<file path="config.mk">
export PLATFORM = sky130hd
export DESIGN_NAME = bsg_manycore_loader_arbiter
export DESIGN_NICKNAME = d
export VERILOG_FILES = /design/src/rtl/bsg_manycore_loader_arbiter.sv
export SDC_FILE = /design/constraint.sdc
export NUM_CORES = 1
export LEC_CHECK = 0
export CORE_AREA = 3 3 309 311
export CTS_CLUSTER_DIAMETER = 200
export DETAILED_ROUTE_END_ITERATION = 7
export DIE_AREA = 0 0 312 314
export PLACE_DENSITY = 0.44
export SKIP_LAST_GASP = 1
export SLEW_MARGIN = 30
export SYNTH_ARGS = -nofsm -noshare
export SYNTH_HDL_FRONTEND = slang
export SYNTH_SLANG_ARGS = --single-unit
</file>
<file path="constraint.sdc">
create_clock -name clk_i -period 3.71 [get_ports clk_i]
set_input_delay 0.371 -clock clk_i [delete_from_list [all_inputs] [get_ports clk_i]]
set_output_delay 0.371 -clock clk_i [all_outputs]
set_load 0.02 [all_outputs]
</file>
<file path="src/rtl/bsg_manycore_loader_arbiter.sv">
// Shares the host loader link among num_req_p requesters: round-robin request
// arbitration with ID stamping, outstanding limits, response routing and fence.
module bsg_manycore_loader_arbiter #(
    parameter int num_req_p         = 4,
    parameter int packet_width_p    = 128,
    parameter int return_width_p    = 64,
    parameter int id_lsb_p          = 0,
    parameter int max_out_p         = 16,
    parameter int max_out_per_req_p = 8
) (
    input  logic                                  clk_i,
    input  logic                                  reset_n_i,
    input  logic [num_req_p-1:0]                  req_v_i,
    input  logic [num_req_p*packet_width_p-1:0]   req_packet_i,
    output logic [num_req_p-1:0]                  req_ready_o,
    output logic [num_req_p-1:0]                  resp_v_o,
    output logic [return_width_p-1:0]             resp_packet_o,
    input  logic [num_req_p-1:0]                  resp_ready_i,
    output logic                                  link_v_o,
    output logic [packet_width_p-1:0]             link_packet_o,
    input  logic                                  link_ready_i,
    input  logic                                  link_resp_v_i,
    input  logic [return_width_p-1:0]             link_resp_packet_i,
    output logic                                  link_resp_ready_o,
    input  logic                                  fence_v_i,
    output logic                                  fence_done_o,
    output logic [$clog2(max_out_p):0]            out_count_o
);

    localparam int id_width_lp = $clog2(num_req_p);
    localparam int gcnt_w_lp   = $clog2(max_out_p) + 1;
    localparam int rcnt_w_lp   = $clog2(max_out_per_req_p) + 1;

    typedef enum logic [1:0] {ACTIVE, DRAIN, DONE, WAIT} state_e;

    state_e                    state_q, state_d;
    logic [id_width_lp-1:0]    ptr_q, ptr_d;
    logic [gcnt_w_lp-1:0]      gcnt_q, gcnt_d;
    logic [rcnt_w_lp-1:0]      rcnt_q [num_req_p];
    logic [rcnt_w_lp-1:0]      rcnt_d [num_req_p];
    logic                      slot_v_q, slot_v_d;
    logic [packet_width_p-1:0] slot_pkt_q, slot_pkt_d;

    logic                      accept_open;
    logic [num_req_p-1:0]      eligible;
    logic [num_req_p-1:0]      grant;
    logic                      grant_v;
    logic [id_width_lp-1:0]    grant_id;
    logic [id_width_lp-1:0]    resp_id;
    logic                      resp_ok;
    logic                      resp_rdy;
    logic                      resp_hs;

    always_comb begin
        accept_open = reset_n_i && (state_q == ACTIVE) && !fence_v_i
                   && (!slot_v_q || link_ready_i)
                   && (gcnt_q < gcnt_w_lp'(max_out_p));
        for (int unsigned i = 0; i < num_req_p; i++) begin
            eligible[i] = accept_open && req_v_i[i]
                       && (rcnt_q[i] < rcnt_w_lp'(max_out_per_req_p));
        end

        // Two passes implement the rotating priority: indices at/after ptr first, then the wrap.
        grant    = '0;
        grant_v  = 1'b0;
        grant_id = '0;
        for (int unsigned i = 0; i < num_req_p; i++) begin
            if (!grant_v && eligible[i] && (i >= 32'(ptr_q))) begin
                grant_v  = 1'b1;
                grant_id = id_width_lp'(i);
                grant[i] = 1'b1;
            end
        end
        for (int unsigned i = 0; i < num_req_p; i++) begin
            if (!grant_v && eligible[i]) begin
                grant_v  = 1'b1;
                grant_id = id_width_lp'(i);
                grant[i] = 1'b1;
            end
        end
        req_ready_o = grant;

        ptr_d = ptr_q;
        if (grant_v) begin
            ptr_d = (int'(grant_id) == num_req_p - 1) ? '0 : grant_id + id_width_lp'(1);
        end

        slot_v_d   = slot_v_q;
        slot_pkt_d = slot_pkt_q;
        if (slot_v_q && link_ready_i) begin
            slot_v_d = 1'b0;
        end
        for (int unsigned i = 0; i < num_req_p; i++) begin
            if (grant[i]) begin
                slot_v_d   = 1'b1;
                slot_pkt_d = req_packet_i[i*packet_width_p +: packet_width_p];
                slot_pkt_d[id_lsb_p +: id_width_lp] = id_width_lp'(i);
            end
        end

        // Unknown IDs and IDs with nothing outstanding never match, so they are dropped.
        resp_id  = link_resp_packet_i[id_lsb_p +: id_width_lp];
        resp_ok  = 1'b0;
        resp_rdy = 1'b0;
        resp_v_o = '0;
        for (int unsigned i = 0; i < num_req_p; i++) begin
            if (resp_id == id_width_lp'(i)) begin
                resp_ok     = (rcnt_q[i] != '0);
                resp_rdy    = resp_ready_i[i];
                resp_v_o[i] = reset_n_i && link_resp_v_i && (rcnt_q[i] != '0);
            end
        end
        link_resp_ready_o = reset_n_i && (resp_ok ? resp_rdy : 1'b1);
        resp_hs           = reset_n_i && link_resp_v_i && resp_ok && resp_rdy;
        resp_packet_o     = reset_n_i ? link_resp_packet_i : '0;

        gcnt_d = gcnt_q;
        if (grant_v && !resp_hs) begin
            gcnt_d = gcnt_q + gcnt_w_lp'(1);
        end else if (!grant_v && resp_hs) begin
            gcnt_d = gcnt_q - gcnt_w_lp'(1);
        end
        for (int unsigned i = 0; i < num_req_p; i++) begin
            rcnt_d[i] = rcnt_q[i];
            if (grant[i] && !(resp_hs && resp_id == id_width_lp'(i))) begin
                rcnt_d[i] = rcnt_q[i] + rcnt_w_lp'(1);
            end else if (!grant[i] && resp_hs && resp_id == id_width_lp'(i)) begin
                rcnt_d[i] = rcnt_q[i] - rcnt_w_lp'(1);
            end
        end

        state_d = state_q;
        case (state_q)
            ACTIVE:  if (fence_v_i) state_d = DRAIN;
            DRAIN:   if (!slot_v_q && gcnt_q == '0) state_d = DONE;
            DONE:    state_d = WAIT;
            WAIT:    if (!fence_v_i) state_d = ACTIVE;
            default: state_d = ACTIVE;
        endcase
    end

    always_ff @(posedge clk_i) begin
        if (!reset_n_i) begin
            state_q    <= ACTIVE;
            ptr_q      <= '0;
            gcnt_q     <= '0;
            slot_v_q   <= 1'b0;
            slot_pkt_q <= '0;
            for (int unsigned i = 0; i < num_req_p; i++) rcnt_q[i] <= '0;
        end else begin
            state_q    <= state_d;
            ptr_q      <= ptr_d;
            gcnt_q     <= gcnt_d;
            slot_v_q   <= slot_v_d;
            slot_pkt_q <= slot_pkt_d;
            for (int unsigned i = 0; i < num_req_p; i++) rcnt_q[i] <= rcnt_d[i];
        end
    end

    assign link_v_o      = slot_v_q;
    assign link_packet_o = slot_pkt_q;
    assign fence_done_o  = (state_q == DONE);
    assign out_count_o   = gcnt_q;

    // A response for an idle or nonexistent requester indicates a protocol bug upstream.
    a_no_stray_resp: assert property (@(posedge clk_i) disable iff (!reset_n_i)
        !(link_resp_v_i && !resp_ok));

endmodule

</file>
==> reports/metrics.yaml <==
status: "finished, final reports clean"
fmax_mhz: 299
worst_slew_pin_slew_ps: 1010
tritoncts.num_buffers: 17
postSynth.asyncResetShare_pct: 0
nFillCells: 10400
slew_headroom_pct: 32.8
yosys_warnings: 0
dieArea_um2: 98000
critPathRequiredTime_ps: 3340
syn_area_per_cell_um2: 8.08
end_kind: "primary output"
top_layer: "met5"
synth_edf_count: 0
synth_cell_type_count: 60
wl_met2_um: 31000
drt-total-wl_um: 65400
clk-insertion-delay-late_ps: 510
crit_start: "state_q[0]"
syn-cell-area_um2: 9350
initial_core_util_pct: 10.0
max_stage_delay_ps: 640
final_design_area_no_fill_um2: 19200
synth_top_area_share_pct: 33.0
synth.area.top_cells: "dfxtp_1 33%, o221ai_1 12%, nand2_1 11%, a311oi_1 8.1%, a311oi_2 6.4%"
cts.sinks: 154
rsz0062_at_grt: "false"
cts.repair.resized: 0
r2r-end: "out_count_o[4]"
syn_to_final_growth_pct: 106
pre_cts_slack_ps: 311
die_y_um: 314
rows: 112
crit_chain: "inv_1 -> ha_1 -> and4bb_2 -> o211ai_1 -> or3_4 -> inv_4 -> buf_4 -> clkdlybuf4s50_1"
drcViolationCount: 0
start_kind: "flop"
drt_iter0_drc: 676
cts.htree.levels: 4
routedWlPerCell_um: 20.8
ir_drop_mv: 0.384
drv_cap: 0
layout_commonest_cell: "clkdlybuf4s50_1"
core_um2: 93000
routed_via_density: 3.92
p_total_mw: 7.79
cts_buffer_depth: 2
vias: 12300
finClkSkew_ps: 19.7
layout-drive-gt1-share_pct: 5.92
synth_nets: 1768
crit_type: "reg -> out"
clk_pin_slew_ps: 80
postPlaceCellArea_um2: 18600
ys_seq_area_share_pct: 33.0
portBuffers: 788
final_hold_viol_count: 0
wl_met1_um: 28100
cts_tree: "done"
routabilityCongestion: 0.885
worstPathMaxFanout: 16
antenna_left: 0
finalSetupViolCount: 0
hp-class: "in -> reg"
grt_max_degree: 131
r2r.worst_path.cells: 13
synth_cells: 1157
worstPathArrival_ps: 2970
r2r-start: "rcnt_q[1][0]"
layout_setup_ws_ps: 370
ctsRootBufferMaster: "clkbuf_16"
num_io_pins: 797
p_leak_nw: 6.60
met3_length_um: 5050
drv_slew: 0
synth_top_area_cell: "dfxtp_1"
grt_pass1_vias: 13000
hold_ws_ps: 180
dp_hpwl_um: 49400
p_per_area_nw_per_um2: 405
fin_tns_setup_ps: 0
grt.total_usage_pct: 12.8
cp_slowest_cell: "clkdlybuf4s50_1"
grt_pass1_wl_um: 92000
cp-endpoint: "req_ready_o[1]"
final.period_utilization_pct: 90.0
postCtsSetupRepairBufs: 0
grt_overflow: 0
firstDrtPassIters: 5
ys_ff_latch: 154
period_needed_ps: 3340
reg2reg_slack_ps: 390
die_w_um: 312
antenna_found_initial: 11
ys.flop_type: "dfxtp_1"
hold_buffers: 0
layout_common_cells: "787 x clkdlybuf4s50_1, 274 x nand2_1, 154 x dfxtp_1"
nets: 2489
==> cell type report <==
class                      instances  area [um^2]  share of cell area (%)
antenna                            5         12.5                  0.0651
timing repair buffer             814         8200                    42.7
clock inverter                    11          134                   0.697
tap                             1254         1570                    8.17
sequential                       154         3080                    16.0
clock buffer                      21          470                    2.45
inverter                          13         53.8                   0.280
multi-input combinational        878         5690                    29.6
==> logic make-up (layout without fill, tap and decap cells) <==
| group | Yosys count | in the layout | synth area share (%) |
|---|---|---|---|
| simple gates | 524 | 524 | 24.4 |
| compound gates | 303 | 303 | 29.9 |
| flops | 154 | 154 | 33.0 |
| buf+inv | 125 | 859 | 6.28 |
| fa+ha+maj | 22 | 22 | 3.35 |
| mux | 18 | 18 | 2.06 |
| xor+xnor | 11 | 11 | 1.11 |
| other cells | 0 | 5 | 0 |
==> cell usage after synthesis, types with 3 or more instances <==
library cell and number:
nand3_1 5, nand2b_1 8, a21o_1 7, or4_1 5
a311oi_1 86, nand2_1 274, or3_1 3, nor4_1 5
buf_1 5, clkbuf_1 65, buf_6 6, inv_1 10
dfxtp_1 154, a31oi_1 3, xnor2_1 7, buf_2 25
and2_1 63, o21ai_0 6, xor2_1 3, nor2_1 137
fa_1 5, nor3_1 9, a21oi_1 19, a311oi_2 40
o221ai_1 126, buf_4 9, mux2i_1 17, ha_1 17
==> worst min-delay path by stage <==
| stage | end | slack (ps) | cells past startpoint | startpoint |
|---|---|---|---|---|
| final | rcnt_q[0][3] | 180 | 3 | reset_n_i |
| after global routing | rcnt_q[0][1] | 140 | 3 | reset_n_i |
| after CTS | rcnt_q[0][3] | 100 | 3 | reset_n_i |
| after detailed placement | link_packet_o[1] | 480 | 2 | link_packet_o[1] |
| after global placement | rcnt_q[1][2] | 470 | 2 | rcnt_q[1][2] |
| after floorplan | rcnt_q[1][2] | 450 | 2 | rcnt_q[1][2] |
==> per-layer routing <==
layer | track usage (%) | vias to the layer above
met5 | 0 | -
met4 | 3.87 | 6
met3 | 4.23 | 60
met2 | 20.7 | 504
met1 | 16.1 | 6028
li1 | - | 5750
==> critical path: cells and delay by family (launching register included) <==
| kind | cells | cell delay [ps] |
|---|---|---|
| flops | 1 | 340 |
| simple gates | 2 | 700 |
| buf+inv | 4 | 1110 |
| fa+ha+maj | 1 | 200 |
| compound gates | 1 | 120 |
==> sequential cells by signal, summed over array words and instances, names as in the netlist <==
name           flops
link_packet_o    128
rcnt_q            16
out_count_o        5
ptr_q              2
state_q            2
link_v_o           1
==> stage by stage <==
stage	std cells	utilization, %
floorplan	1157	-
CTS	3145	20.6
finish	3150	20.7
global route	3146	20.6
detailed placement	3113	20.0
global placement	3113	20.0
==> report_power, final <==
part	internal (mW)	total [mW]	leakage (nW)	switching (mW)
registers	2.00	2.26	1.26	0.260
clock network	1.05	1.96	0.295	0.902
logic	1.77	3.58	5.04	1.80
total	4.82	7.79	6.60	2.97
Power figures use the tool's default switching activity.
